`config.mk`:
```
export PLATFORM = sky130hd
export DESIGN_NAME = aquila_dev_uart
export DESIGN_NICKNAME = d
export VERILOG_FILES = /design/src/rtl/aquila_dev_uart.sv
export SDC_FILE = /design/constraint.sdc
export NUM_CORES = 1
export LEC_CHECK = 0
export ABC_AREA = 1
export CORE_MARGIN = 3
export CORE_UTILIZATION = 57
export DETAILED_ROUTE_END_ITERATION = 10
export HOLD_SLACK_MARGIN = 0.03
export PLACE_DENSITY_LB_ADDON = 0.15
export SETUP_SLACK_MARGIN = 0.4
export SYNTH_ARGS = -nofsm -noshare
export SYNTH_HDL_FRONTEND = slang
export SYNTH_SLANG_ARGS = --single-unit
export TNS_END_PERCENT = 50
```
`constraint.sdc`:
```
create_clock -name clk_i -period 5.9 [get_ports clk_i]
set_input_delay 1.77 -clock clk_i [delete_from_list [all_inputs] [get_ports clk_i]]
set_output_delay 1.77 -clock clk_i [all_outputs]
set_load 0.02 [all_outputs]
```
`src/rtl/aquila_dev_uart.sv`:
```
// Aquila M_DEVICE slave: memory-mapped 8N1 UART with a TX FIFO, a single-entry
// RX holding register, sticky status flags and a programmable baud divisor.
module aquila_dev_uart #(
    parameter int ADDR_WIDTH    = 32,
    parameter int DATA_WIDTH    = 32,
    parameter int TX_FIFO_DEPTH = 8,
    parameter int DIV_RESET     = 867
) (
    input  logic                    clk_i,
    input  logic                    rst_ni,
    input  logic                    S_DEVICE_strobe_i,
    input  logic [ADDR_WIDTH-1:0]   S_DEVICE_addr_i,
    input  logic                    S_DEVICE_rw_i,
    input  logic [DATA_WIDTH/8-1:0] S_DEVICE_byte_enable_i,
    input  logic [DATA_WIDTH-1:0]   S_DEVICE_data_i,
    output logic                    S_DEVICE_data_ready_o,
    output logic [DATA_WIDTH-1:0]   S_DEVICE_data_o,
    output logic                    uart_tx_o,
    input  logic                    uart_rx_i
);
    localparam int PW = $clog2(TX_FIFO_DEPTH);
    localparam logic [1:0] REG_TX = 2'd0, REG_RX = 2'd1, REG_ST = 2'd2, REG_DIV = 2'd3;

    typedef enum logic [1:0] {S_IDLE, S_START, S_DATA, S_STOP} uart_state_e;

    typedef struct packed {
        logic                  ready;
        logic [DATA_WIDTH-1:0] data;
    } bus_rsp_t;

    // Reset asserts asynchronously but is released in step with clk_i.
    logic [1:0] rst_sync;
    logic       rst_n;

    always_ff @(posedge clk_i or negedge rst_ni)
        if (!rst_ni) rst_sync <= 2'b00;
        else         rst_sync <= {rst_sync[0], 1'b1};

    assign rst_n = rst_sync[1];

    logic [1:0] reg_sel;
    logic       wr, rd, rd_rx, st_wr;
    logic       unused_bits;

    assign reg_sel = S_DEVICE_addr_i[3:2];
    assign wr      = S_DEVICE_strobe_i & S_DEVICE_rw_i;
    assign rd      = S_DEVICE_strobe_i & ~S_DEVICE_rw_i;
    assign rd_rx   = rd && (reg_sel == REG_RX);
    assign st_wr   = wr && (reg_sel == REG_ST);
    assign unused_bits = ^{S_DEVICE_addr_i[ADDR_WIDTH-1:4], S_DEVICE_addr_i[1:0],
                           S_DEVICE_data_i[DATA_WIDTH-1:16],
                           S_DEVICE_byte_enable_i[DATA_WIDTH/8-1:2]};

    // TX FIFO: pointers carry one extra wrap bit to tell full from empty.
    logic [7:0]  fifo_mem [TX_FIFO_DEPTH];
    logic [PW:0] wr_ptr, rd_ptr;
    logic        fifo_empty, fifo_full, push_req, push, pop, drop_set;

    assign fifo_empty = (wr_ptr == rd_ptr);
    assign fifo_full  = (wr_ptr[PW] != rd_ptr[PW]) && (wr_ptr[PW-1:0] == rd_ptr[PW-1:0]);
    assign push_req   = wr && (reg_sel == REG_TX) && S_DEVICE_byte_enable_i[0];
    assign push       = push_req && (!fifo_full || pop);
    assign drop_set   = push_req && fifo_full && !pop;

    always_ff @(posedge clk_i)
        if (push) fifo_mem[wr_ptr[PW-1:0]] <= S_DEVICE_data_i[7:0];

    always_ff @(posedge clk_i or negedge rst_n) begin
        if (!rst_n) begin
            wr_ptr <= '0;
            rd_ptr <= '0;
        end else begin
            if (push) wr_ptr <= wr_ptr + 1'b1;
            if (pop)  rd_ptr <= rd_ptr + 1'b1;
        end
    end

    logic [15:0] div_q;

    always_ff @(posedge clk_i or negedge rst_n) begin
        if (!rst_n) begin
            div_q <= 16'(DIV_RESET);
        end else if (wr && (reg_sel == REG_DIV)) begin
            if (S_DEVICE_byte_enable_i[0]) div_q[7:0]  <= S_DEVICE_data_i[7:0];
            if (S_DEVICE_byte_enable_i[1]) div_q[15:8] <= S_DEVICE_data_i[15:8];
        end
    end

    // Transmitter. The divisor is latched per character so a DIV write never
    // stretches or shortens a character already on the wire.
    uart_state_e tx_state, tx_state_d;
    logic [15:0] tx_cnt, tx_cnt_d, tx_div, tx_div_d;
    logic [2:0]  tx_bit, tx_bit_d;
    logic [7:0]  tx_shift, tx_shift_d;
    logic        tx_line, tx_line_d, tx_tick, tx_busy;

    assign tx_tick   = (tx_cnt == tx_div);
    assign tx_busy   = (tx_state != S_IDLE);
    assign uart_tx_o = tx_line;

    always_ff @(posedge clk_i or negedge rst_n) begin
        if (!rst_n) begin
            tx_state <= S_IDLE;
            tx_cnt   <= '0;
            tx_div   <= '0;
            tx_bit   <= '0;
            tx_shift <= '0;
            tx_line  <= 1'b1;
        end else begin
            tx_state <= tx_state_d;
            tx_cnt   <= tx_cnt_d;
            tx_div   <= tx_div_d;
            tx_bit   <= tx_bit_d;
            tx_shift <= tx_shift_d;
            tx_line  <= tx_line_d;
        end
    end

    always_comb begin
        tx_state_d = tx_state;
        tx_cnt_d   = tx_cnt + 16'd1;
        tx_div_d   = tx_div;
        tx_bit_d   = tx_bit;
        tx_shift_d = tx_shift;
        pop        = 1'b0;
        case (tx_state)
            S_IDLE: begin
                tx_cnt_d = '0;
                if (!fifo_empty) begin
                    pop        = 1'b1;
                    tx_shift_d = fifo_mem[rd_ptr[PW-1:0]];
                    tx_div_d   = div_q;
                    tx_state_d = S_START;
                end
            end
            S_START: begin
                if (tx_tick) begin
                    tx_cnt_d   = '0;
                    tx_bit_d   = '0;
                    tx_state_d = S_DATA;
                end
            end
            S_DATA: begin
                if (tx_tick) begin
                    tx_cnt_d   = '0;
                    tx_shift_d = {1'b0, tx_shift[7:1]};
                    tx_bit_d   = tx_bit + 3'd1;
                    if (tx_bit == 3'd7) tx_state_d = S_STOP;
                end
            end
            default: begin
                if (tx_tick) begin
                    tx_cnt_d = '0;
                    if (!fifo_empty) begin
                        pop        = 1'b1;
                        tx_shift_d = fifo_mem[rd_ptr[PW-1:0]];
                        tx_div_d   = div_q;
                        tx_state_d = S_START;
                    end else begin
                        tx_state_d = S_IDLE;
                    end
                end
            end
        endcase
        // Line level follows the next state so the pin comes straight off a flop.
        case (tx_state_d)
            S_START: tx_line_d = 1'b0;
            S_DATA:  tx_line_d = tx_shift_d[0];
            default: tx_line_d = 1'b1;
        endcase
    end

    // Receiver: two-flop synchronizer plus a delayed copy for edge detection.
    logic rx_s1, rx_s2, rx_prev;

    always_ff @(posedge clk_i or negedge rst_n) begin
        if (!rst_n) begin
            rx_s1   <= 1'b1;
            rx_s2   <= 1'b1;
            rx_prev <= 1'b1;
        end else begin
            rx_s1   <= uart_rx_i;
            rx_s2   <= rx_s1;
            rx_prev <= rx_s2;
        end
    end

    uart_state_e rx_state, rx_state_d;
    logic [15:0] rx_cnt, rx_cnt_d, rx_div, rx_div_d;
    logic [2:0]  rx_bit, rx_bit_d;
    logic [7:0]  rx_shift, rx_shift_d;
    logic        rx_done, rx_ferr;

    always_ff @(posedge clk_i or negedge rst_n) begin
        if (!rst_n) begin
            rx_state <= S_IDLE;
            rx_cnt   <= '0;
            rx_div   <= '0;
            rx_bit   <= '0;
            rx_shift <= '0;
        end else begin
            rx_state <= rx_state_d;
            rx_cnt   <= rx_cnt_d;
            rx_div   <= rx_div_d;
            rx_bit   <= rx_bit_d;
            rx_shift <= rx_shift_d;
        end
    end

    always_comb begin
        rx_state_d = rx_state;
        rx_cnt_d   = rx_cnt + 16'd1;
        rx_div_d   = rx_div;
        rx_bit_d   = rx_bit;
        rx_shift_d = rx_shift;
        rx_done    = 1'b0;
        rx_ferr    = 1'b0;
        case (rx_state)
            S_IDLE: begin
                rx_cnt_d = '0;
                if (rx_prev && !rx_s2) begin
                    rx_div_d   = div_q;
                    rx_state_d = S_START;
                end
            end
            S_START: begin
                // Half-bit check; every later sample is a full bit apart.
                if (rx_cnt == (rx_div >> 1)) begin
                    rx_cnt_d   = '0;
                    rx_bit_d   = '0;
                    rx_state_d = rx_s2 ? S_IDLE : S_DATA;
                end
            end
            S_DATA: begin
                if (rx_cnt == rx_div) begin
                    rx_cnt_d   = '0;
                    rx_shift_d = {rx_s2, rx_shift[7:1]};
                    rx_bit_d   = rx_bit + 3'd1;
                    if (rx_bit == 3'd7) rx_state_d = S_STOP;
                end
            end
            default: begin
                if (rx_cnt == rx_div) begin
                    rx_cnt_d   = '0;
                    rx_state_d = S_IDLE;
                    rx_done    = rx_s2;
                    rx_ferr    = !rx_s2;
                end
            end
        endcase
    end

    // Sticky flags: a set in the same cycle as a clear write wins.
    logic [7:0] rx_byte;
    logic       rx_valid, rx_overrun, rx_frame_err, tx_drop;

    always_ff @(posedge clk_i or negedge rst_n) begin
        if (!rst_n) begin
            rx_byte      <= '0;
            rx_valid     <= 1'b0;
            rx_overrun   <= 1'b0;
            rx_frame_err <= 1'b0;
            tx_drop      <= 1'b0;
        end else begin
            if (rx_done) rx_byte <= rx_shift;

            if (rx_done)    rx_valid <= 1'b1;
            else if (rd_rx) rx_valid <= 1'b0;

            if (rx_done && rx_valid && !rd_rx)   rx_overrun <= 1'b1;
            else if (st_wr && S_DEVICE_data_i[3]) rx_overrun <= 1'b0;

            if (rx_ferr)                          rx_frame_err <= 1'b1;
            else if (st_wr && S_DEVICE_data_i[4]) rx_frame_err <= 1'b0;

            if (drop_set)                         tx_drop <= 1'b1;
            else if (st_wr && S_DEVICE_data_i[5]) tx_drop <= 1'b0;
        end
    end

    logic [DATA_WIDTH-1:0] rdata;
    bus_rsp_t              rsp_q;

    always_comb begin
        rdata = '0;
        if (rd) begin
            case (reg_sel)
                REG_RX: begin
                    rdata[7:0]            = rx_byte;
                    rdata[DATA_WIDTH-1]   = rx_valid;
                end
                REG_ST:  rdata[6:0]  = {tx_busy, tx_drop, rx_frame_err, rx_overrun,
                                        rx_valid, fifo_empty, fifo_full};
                REG_DIV: rdata[15:0] = div_q;
                default: rdata = '0;
            endcase
        end
    end

    always_ff @(posedge clk_i or negedge rst_n) begin
        if (!rst_n) begin
            rsp_q <= '0;
        end else begin
            rsp_q.ready <= S_DEVICE_strobe_i;
            rsp_q.data  <= rdata;
        end
    end

    assign S_DEVICE_data_ready_o = rsp_q.ready;
    assign S_DEVICE_data_o       = rsp_q.data;

endmodule
```
==> results of run 1 <==
state kept, by name, summed over array words and instances (netlist names), 2 cells and up:
name,count
S_DEVICE_data_o,17
div_q,16
fifo_mem,64
rd_ptr,4
rst_sync,2
rx_bit,3
rx_byte,8
rx_cnt,16
rx_div,16
rx_shift,8
rx_state,2
tx_bit,3
tx_cnt,16
tx_div,16
tx_shift,8
tx_state,2
wr_ptr,4
final cells by class:
class / instances / area (um^2) / area share (%)
clock inverters: 14 / 225 / 1.98
repair buffers: 49 / 475 / 4.18
well taps: 220 / 275 / 2.42
clock buffers: 28 / 634 / 5.57
inverters: 116 / 443 / 3.89
multi-input cells: 732 / 3640 / 32.0
flip-flops and latches: 214 / 5690 / 50.0
stage by stage:
stage / instances / power (mW)
final: 1373 / 4.99
after global routing: 1373 / 5.29
after global placement: 1331 / 3.35
after floorplan: 1107 / 3.07
after CTS: 1373 / 5.01
after detailed placement: 1331 / 3.39
worst max-delay path by stage:
stage / startpoint / end / slack [ns] / depth (start not counted)
after floorplan: rst_sync[1]$_DFF_PN0_ / S_DEVICE_data_o[0]$_DFF_PN0_ / 1.43 / 0
after global placement: S_DEVICE_strobe_i / fifo_mem[2][7]$_DFFE_PP_ / 1.64 / 7
after detailed placement: S_DEVICE_strobe_i / fifo_mem[2][7]$_DFFE_PP_ / 1.58 / 7
after CTS: S_DEVICE_strobe_i / fifo_mem[2][1]$_DFFE_PP_ / 2.11 / 7
after global routing: S_DEVICE_strobe_i / fifo_mem[4][4]$_DFFE_PP_ / 1.97 / 7
final: S_DEVICE_strobe_i / fifo_mem[2][0]$_DFFE_PP_ / 2.11 / 7
cell usage after synthesis (all sizes together) (2+ instances only):
cell,number
nand2,274
dfrtp,140
nor2,138
inv,116
o21ai,114
edfxtp,64
nand3,38
a21oi,31
buf,30
nor3,27
xnor2,22
clkbuf,15
xor2,14
ha,12
o22ai,12
dfstp,10
nand4,9
mux2i,6
o221ai,4
or2,4
o211ai,3
a31oi,2
conb,2
report_power, final:
part	internal, mW	switching, mW
clock network	1.03	0.576
registers	1.78	0.268
logic	0.499	0.841
cell usage in the layout, fill, tap and decap left out, types with 14 or more instances in the layout:
cell | netlist | routed
nand2_1 | 265 | 265
dfrtp_1 | 140 | 139
nand3_1 | 36 | 36
xnor2_1 | 22 | 22
clkbuf_16 | 0 | 23
clkdlybuf4s50_1 | 0 | 43
conb_1 | 2 | 16
nor2_1 | 133 | 133
o21ai_2 | 17 | 17
a21oi_1 | 31 | 31
o21ai_1 | 18 | 18
edfxtp_1 | 64 | 64
o21ai_0 | 78 | 78
inv_1 | 102 | 102
xor2_1 | 14 | 14
nor3_1 | 25 | 25
logic make-up after synthesis:
| kind of cell | count (synthesis) |
|---|---|
| AO/OA/AOI/OAI | 169 |
| other | 2 |
| XOR/XNOR | 36 |
| buffers and inverters | 161 |
| flip-flops | 214 |
| adder cells (fa/ha/maj) | 12 |
| AND/OR/NAND/NOR | 493 |
| multiplexers | 6 |
per-layer routing:
metal  vias up  wire, um
li1       3601         -
met1      3431      9750
met2       155      9620
met3        34       882
met4         0       444
met5         -         0
==> impl_metrics.csv, run 1 <==
group,metric,value,unit
worst_setup_path,cp_cell_sequence,"clkdlybuf4s50_1 -> nand2_1 -> inv_1 -> nand2_1 -> nor3_1 -> nand3_2 -> nor2_1",
global_route,use_met2,34.4,%
pwr,vdd_ir_drop_max,0.280,mV
sta,period_minus_slack,3.79,ns
clock_network,root_buffer,"clkbuf_16",
global_route,antenna_found_initial,0,
global_route,met3_usage,3.04,%
place,dpl.hpwl,13900,um
worst_setup_path,end_kind,"flip-flop",
logic_synthesis,synth_area_leaders,"dfrtp_1 (35%), edfxtp_1 (19%), nand2_1 (10%), nor2_1 (5.0%), o21ai_0 (3.9%)",
global_route,grt_first_pass_wirelength,33900,um
min_path,min_path_cells,0,
clock_network,ctsLongestPathBuffers,3,
layout,final_cell_area,11400,um^2
logic_synthesis,synth_top_area_cell,"dfrtp_1",
detailed_routing,firstDrtPassIters,5,
layout,post-route-util,67.5,%
worst_setup_path,cp_top_family,"simple AND/OR/NAND/NOR gates",
layout,area.growth.synth_to_final,14.0,%
worst_setup_path,start_kind,"input pin",
detailed_routing,first_iter_violations,552,
clock_network,cts_resized,0,
clock_network,cts_setup_buffers,0,
logic_synthesis,synthAdderAreaFrac,1.50,%
sta,timing.hold.ws,0.356,ns
run,max_cap_viol_count,0,
detailed_routing,vias_per_cell,5.26,
worst_setup_path,slowest_delay,0.65,ns
sta,tightestPinTransition,1.06,ns
logic_synthesis,synth_cell_types,47,
logic_synthesis,async_flop_share,70.1,%
sta,period_share,64.3,%
logic_synthesis,yosysSeqAreaShare,56.9,%
clock_network,clock_sinks,214,
worst_setup_path,r2r_end,"tx_div[9]$_DFFE_PN0P_",
detailed_routing,wl,20700,um
global_route,grt_max_degree,87,
layout,diodes,0,
logic_synthesis,synthMuxAreaShare,0.601,%
sta,max_freq,0.264,GHz
floorplan,initial_core_util,59.2,%
detailed_routing,vias,7221,
place,dpl_cell_area,10500,um^2
floorplan,ios,107,
logic_synthesis,synth-seq-cells,214,
global_route,grt.overflow.total,0,
worst_setup_path,r2r_slack,2.95,ns
sta,maxSlewHeadroom,29.3,%
sta,finalSetupViolCount,0,
logic_synthesis,synth_edf_count,64,
worst_setup_path,reg2reg_depth,8,
clock_network,tritoncts,"built",
sta,clock_skew,0.0208,ns
floorplan,coreArea,16900,um^2
clock_network,insertion_delay,0.51,ns
logic_synthesis,synth_top_area_share,35.1,%
floorplan,fp.dieW,138,um
floorplan,die_area,19200,um^2
status,status,"finished, final reports clean",
global_route,first_global_vias,6825,
min_path,hold_path_end,"rx_s2$_DFF_PN1_",
pwr,power_leakage,5.07,nW
sta,finalSetupTns,0,ns
worst_setup_path,arrival,3.93,ns
detailed_routing,drc,0,
worst_setup_path,critical_path_class,"input pin to flip-flop",
clock_network,holdBufCountCts,0,
logic_synthesis,syn_area_per_cell,9.14,um^2
sta,setup_slack,2.11,ns
layout,nets,1221,
place,port_buffers,43,
global_route,grt_use_met1,30.9,%
worst_setup_path,slowest_stage,"nor2_1",
logic_synthesis,syn_area,9990,um^2
detailed_routing,ant_nets,0,
worst_setup_path,rr_startpoint,"rd_ptr[1]$_DFFE_PN0N_",
min_path,min_from,"rx_s1$_DFF_PN1_",
place,routabilityCongestion,0.809,
floorplan,die_y,138,um
global_route,grt_use_total,21.4,%
sta,finalMaxSlewViolations,0,
worst_setup_path,crit_buf_inv,2,
global_route,grt.busiest_layer,"met2",
logic_synthesis,synth-xor-area-share,3.16,%
worst_setup_path,cp_common_cell,"nand2_1",
sta,grt_setup_unrepaired,"no",
logic_synthesis,ys.flop_type,"dfrtp_1",
logic_synthesis,synth-simple-area-share,20.9,%
clock_network,htree_levels,1,
min_path,worstHoldPathType,"flip-flop to flip-flop",
sta,hold_viol_final,0,
detailed_routing,wl_per_cell,15.1,um
logic_synthesis,synth_compound_area_share,9.69,%
logic_synthesis,synth_warnings,0,
place,pre_cts_slack,1.58,ns
floorplan,rows,47,
worst_setup_path,cp_max_fo,8,
layout,n_fill_cell,1349,
worst_setup_path,crit_required,6.04,ns
clock_network,cts.clk_slew.worst_paths,0.06,ns
clock_network,numCtsBuffers,23,
logic_synthesis,syn_inst,1093,
layout,drive_gt1_share,9.45,%
logic_synthesis,synth_top_family_by_area,"simple AND/OR/NAND/NOR gates",
pwr,power.density,438,nW/um^2
Note: power is estimated with default switching activity, not from simulation.
==> inputs of run 2 (changes only) <==
==> constraint.sdc (replaced) <==
create_clock -name clk_i -period 3.75 [get_ports clk_i]
set_input_delay 1.125 -clock clk_i [delete_from_list [all_inputs] [get_ports clk_i]]
set_output_delay 1.125 -clock clk_i [all_outputs]
set_load 0.02 [all_outputs]
==> impl_metrics.csv, run 2 (synthesis results as in run 1) <==
group,metric,value,unit
status,status,"finished, final reports clean",
detailed_routing,wl,21000,um
sta,finalSetupTns,0,ns
detailed_routing,vias_per_cell,5.20,
floorplan,coreArea,16900,um^2
pwr,internal-power,5.12,mW
worst_setup_path,critical_path_class,"flip-flop to primary output",
sta,period_share,72.7,%
worst_setup_path,start_kind,"flip-flop",
worst_setup_path,reg2reg_depth,11,
clock_network,holdBufCountCts,0,
detailed_routing,wl_per_cell,15.2,um
sta,period_minus_slack,2.73,ns
place,dpl_cell_area,10600,um^2
worst_setup_path,arrival,1.60,ns
sta,clock_skew,0.00986,ns
pwr,p_sw_share,34.1,%
global_route,grt.overflow.total,0,
pwr,vdd_ir_drop_max,0.476,mV
worst_setup_path,end_kind,"primary output",
layout,layout_commonest_cell,"nand2_1",
clock_network,root_buffer,"clkbuf_16",
place,routabilityCongestion,0.821,
worst_setup_path,rr_startpoint,"rd_ptr[0]$_DFFE_PN0N_",
clock_network,htree_levels,1,
run,max_cap_viol_count,0,
detailed_routing,drc,0,
worst_setup_path,r2r_slack,1.33,ns
worst_setup_path,cp_cell_sequence,"clkdlybuf4s50_1",
worst_setup_path,cp_top_family,"buffers and inverters",
global_route,grt_use_total,22.3,%
pwr,p_sw,2.65,mW
clock_network,ctsLongestPathBuffers,3,
sta,finalMaxSlewViolations,0,
clock_network,cts.clk_slew.worst_paths,0.06,ns
layout,most-common-layout-cells,"nand2_1 (265), dfrtp_1 (139), nor2_1 (133)",
sta,max_freq,0.367,GHz
pwr,p_comb_share,28.0,%
worst_setup_path,crit_required,2.62,ns
pwr,seqPwrFrac,40.9,%
floorplan,ios,107,
global_route,grt_first_pass_wirelength,35400,um
worst_setup_path,r2r_end,"uart_tx_o$_DFF_PN1_",
clock_network,cts_resized,0,
floorplan,die_area,19200,um^2
worst_setup_path,slowest_stage,"clkdlybuf4s50_1",
layout,largest_reg_flops,64,
worst_setup_path,cp_max_fo,1,
global_route,antenna_found_initial,0,
layout,diodes,0,
min_path,worstHoldPathType,"flip-flop to async pin",
detailed_routing,first_iter_violations,606,
clock_network,insertion_delay,0.50,ns
worst_setup_path,slowest_delay,0.59,ns
floorplan,fp.dieW,138,um
global_route,first_global_vias,6967,
pwr,power_leakage,5.11,nW
sta,timing.hold.ws,0.341,ns
pwr,power.density,679,nW/um^2
layout,final_cell_area,11400,um^2
floorplan,die_y,138,um
layout,area.growth.synth_to_final,14.5,%
sta,finalSetupViolCount,0,
pwr,clkPwrFrac,31.1,%
floorplan,initial_core_util,59.2,%
layout,drive_gt1_share,10.4,%
detailed_routing,vias,7196,
detailed_routing,ant_nets,0,
clock_network,clock_sinks,214,
global_route,grt_max_degree,70,
sta,grt_setup_unrepaired,"no",
clock_network,tritoncts,"built",
sta,tightestPinTransition,0.949,ns
clock_network,numCtsBuffers,23,
floorplan,rows,47,
place,dpl.hpwl,14700,um
worst_setup_path,crit_buf_inv,1,
sta,maxSlewHeadroom,36.6,%
place,port_buffers,43,
sta,hold_viol_final,0,
layout,nets,1232,
detailed_routing,firstDrtPassIters,6,
clock_network,cts_setup_buffers,0,
## run 2: changes by cell type in the layout (fill, tap and decap cells not counted), moves of 2 or more
cell / change
clkbuf_1: +3
clkinv_2: +3
buf_4: +10
bufinv_16: -2
clkinv_1: -4
## run 2: area by class of cell
class,instances,area [um^2]
well taps,220,275
repair buffers,60,571
multi-input cells,732,3640
clock inverters,10,156
flip-flops and latches,214,5690
inverters,116,443
clock buffers,32,664
fillers,1274,5440
## run 2: how the worst max path moves through the flow
stage	from	to	slack, ns	cells past startpoint
detailed placement	S_DEVICE_strobe_i	fifo_mem[5][1]$_DFFE_PP_	0.75	9
global route	uart_tx_o$_DFF_PN1_	uart_tx_o	0.97	1
global placement	S_DEVICE_strobe_i	fifo_mem[5][1]$_DFFE_PP_	0.77	9
floorplan	S_DEVICE_rw_i	fifo_mem[6][0]$_DFFE_PP_	0.88	6
finish	uart_tx_o$_DFF_PN1_	uart_tx_o	1.02	1
CTS	uart_tx_o$_DFF_PN1_	uart_tx_o	1.00	1
## run 2: power by group through the flow
stage          logic [mW]  registers (mW)  clock network [mW]
2_1_floorplan        1.71            3.11                   0
3_3_place_gp         2.10            3.19                   0
3_5_place_dp         2.17            3.21                   0
4_1_cts              2.19            3.17                2.46
5_1_grt              2.49            3.23                2.57
6_report             2.17            3.18                2.42
## run 2: routing by layer
metal  up-vias  GRT usage [%]  routed length (um)
met5         -              0                   0
met1      3357           32.0                9660
met2       178           36.6               10000
met3        27           3.52                1010
li1       3634              -                   -
met4         0           4.73                 324
## run 2: metrics by stage
| step | setup slack, ns | power (mW) | utilization, % | cells |
|---|---|---|---|---|
| finish | 1.02 | 7.77 | 67.8 | 1384 |
| global route | 0.974 | 8.29 | 67.8 | 1384 |
| CTS | 1.00 | 7.83 | 67.8 | 1384 |
| detailed placement | 0.751 | 5.38 | 62.9 | 1342 |
| floorplan | 0.884 | 4.82 | - | 1107 |
| global placement | 0.775 | 5.29 | 62.9 | 1342 |
==> inputs of run 3 (changes only) <==
--- a/config.mk
+++ b/config.mk
@@ -7,7 +7,7 @@
 export LEC_CHECK = 0
 export ABC_AREA = 1
 export CORE_MARGIN = 3
-export CORE_UTILIZATION = 57
+export CORE_UTILIZATION = 51
 export DETAILED_ROUTE_END_ITERATION = 10
 export HOLD_SLACK_MARGIN = 0.03
 export PLACE_DENSITY_LB_ADDON = 0.15
==> constraint.sdc (replaced) <==
create_clock -name clk_i -period 2.4 [get_ports clk_i]
set_input_delay 0.72 -clock clk_i [delete_from_list [all_inputs] [get_ports clk_i]]
set_output_delay 0.72 -clock clk_i [all_outputs]
set_load 0.02 [all_outputs]
==> impl_metrics.csv, run 3 (synthesis results as in run 1) <==
group,metric,value,unit
floorplan,initial_core_util,52.7,%
worst_setup_path,cp_top_family,"simple AND/OR/NAND/NOR gates",
sta,grt_setup_unrepaired,"yes",
detailed_routing,vias_per_cell,5.08,
detailed_routing,wl,22600,um
layout,post-route-util,64.1,%
worst_setup_path,arrival,2.33,ns
worst_setup_path,crit_required,2.62,ns
floorplan,rows,50,
layout,instances_no_fill,1474,
detailed_routing,first_iter_violations,503,
worst_setup_path,end_kind,"flip-flop",
detailed_routing,ant_nets,0,
floorplan,coreArea,19000,um^2
floorplan,fp.dieW,146,um
clock_network,tritoncts,"built",
run,max_cap_viol_count,0,
floorplan,die_area,21300,um^2
worst_setup_path,reg2reg_depth,13,
detailed_routing,wl_met1,10700,um
worst_setup_path,cp_cell_sequence,"inv_2 -> nand2_1 -> nand2_1 -> nor2_2 -> nand2_2 -> nor2_4 -> nand2_4 -> nand2_4 -> o21ai_4 -> nand2_4 -> nand3_4 -> nor2_1 -> buf_6",
global_route,grt.overflow.total,0,
place,dpl.hpwl,15200,um
sta,hold_viol_final,0,
worst_setup_path,rr_startpoint,"tx_cnt[6]$_DFF_PN0_",
global_route,grt_use_total,20.3,%
sta,finalSetupViolCount,0,
layout,drive_gt1_share,16.6,%
worst_setup_path,cp_common_cell,"nand2_4",
clock_network,holdBufCountCts,0,
detailed_routing,drc,0,
layout,diodes,0,
clock_network,htree_levels,1,
worst_setup_path,slowest_delay,0.41,ns
global_route,grt_first_pass_wirelength,35500,um
detailed_routing,vias,7493,
worst_setup_path,cp_max_fo,8,
sta,tightestPinTransition,0.904,ns
layout,area.growth.synth_to_final,21.6,%
clock_network,ctsLongestPathBuffers,3,
worst_setup_path,start_kind,"flip-flop",
detailed_routing,firstDrtPassIters,5,
clock_network,cts.clk_slew.worst_paths,0.06,ns
global_route,antenna_found_initial,0,
clock_network,root_buffer,"clkbuf_16",
pwr,power.density,1040,nW/um^2
detailed_routing,wl_per_cell,15.4,um
worst_setup_path,slowest_stage,"dfrtp_1",
sta,period_share,88.0,%
worst_setup_path,r2r_slack,0.29,ns
status,status,"finished, final reports clean",
place,routabilityCongestion,0.810,
sta,period_minus_slack,2.11,ns
worst_setup_path,crit_buf_inv,2,
clock_network,insertion_delay,0.51,ns
worst_setup_path,critical_path_class,"flip-flop to flip-flop",
floorplan,ios,107,
place,place_inst,1402,
layout,most-common-layout-cells,"nand2_1 (257), dfrtp_1 (134), nor2_1 (119)",
global_route,grt_max_degree,41,
global_route,first_global_vias,6977,
sta,finalMaxSlewViolations,0,
pwr,vdd_ir_drop_max,0.656,mV
detailed_routing,met2WireLength,10500,um
sta,max_freq,0.473,GHz
layout,largest_reg_flops,64,
place,port_buffers,43,
sta,maxSlewHeadroom,39.6,%
clock_network,clock_sinks,214,
floorplan,die_y,146,um
layout,layout_commonest_cell,"nand2_1",
min_path,worstHoldPathType,"flip-flop to async pin",
layout,nets,1281,
sta,clock_skew,0.00992,ns
worst_setup_path,r2r_end,"fifo_mem[4][2]$_DFFE_PP_",
detailed_routing,highest_layer,"met4",
detailed_routing,route.met3.wl,1070,um
clock_network,numCtsBuffers,24,
pwr,power_leakage,5.51,nW
==> run 3: cell types whose count changed in the layout (fill, tap and decap cells not counted), moves of 5 or more <==
| cell | change |
|---|---|
| buf_12 | +5 |
| buf_4 | +30 |
| buf_6 | +10 |
| clkbuf_1 | +7 |
| clkdlybuf4s50_1 | -19 |
| dfrtp_1 | -5 |
| dfrtp_2 | +5 |
| dlygate4sd2_1 | +19 |
| nand2_1 | -8 |
| nand2_2 | +5 |
| nor2_1 | -14 |
| nor2_2 | +11 |
| nor3_1 | -5 |
==> run 3: repair_timing <==
| action | 4_1_cts | 5_1_grt |
|---|---|---|
| resized for setup | 32 | 51 |
| gates cloned | 0 | 4 |
| pin swaps | 1 | 22 |
| setup buffers | 9 | 15 |
| endpoints found under the setup margin | 110 | 120 |
==> run 3: worst max path at each step <==
stage / end / startpoint / depth (start not counted) / slack, ns
after floorplan: fifo_mem[6][0]$_DFFE_PP_ / S_DEVICE_rw_i / 6 / -0.06
after global placement: fifo_mem[6][7]$_DFFE_PP_ / S_DEVICE_rw_i / 9 / -0.13
after detailed placement: fifo_mem[6][7]$_DFFE_PP_ / S_DEVICE_strobe_i / 9 / -0.14
after CTS: uart_tx_o / uart_tx_o$_DFF_PN1_ / 1 / 0.34
after global routing: fifo_mem[2][1]$_DFFE_PP_ / tx_cnt[6]$_DFF_PN0_ / 13 / 0.16
final: fifo_mem[4][2]$_DFFE_PP_ / tx_cnt[6]$_DFF_PN0_ / 13 / 0.29
==> run 3: power breakdown <==
group / switching, mW / internal [mW]
sequential: 0.627 / 4.38
clock: 1.41 / 2.31
combinational: 2.35 / 1.54
total: 4.39 / 8.22
==> run 3: layout make-up <==
class                      count  area [um^2]
clock inverter                 6          111
fill                        1523         6800
sequential                   214         5700
clock buffer                  38          694
tap                          260          325
timing repair buffer         107         1030
inverter                     116          450
timing repair inverter         1         7.51
multi-input combinational    732         3830
==> run 3: per-layer routing <==
layer  GRT usage [%]  vias to the layer above
met5               0                        -
met4            4.42                        0
li1                -                     3723
met1            30.2                     3584
met3            3.58                       30
met2            31.6                      156
==> run 3: through the flow <==
stage | power [mW] | setup WS (ns) | hold slack, ns | cell area (um^2) | setup TNS [ns]
after floorplan | 7.54 | -0.0614 | 0.331 | 10000 | -1.52
after global placement | 8.41 | -0.125 | 0.317 | 10900 | -3.86
after detailed placement | 8.50 | -0.137 | 0.321 | 10900 | -4.08
after CTS | 12.3 | 0.337 | 0.326 | 11800 | 0
after global routing | 13.4 | 0.162 | 0.343 | 12200 | 0
final | 12.6 | 0.287 | 0.301 | 12200 | 0
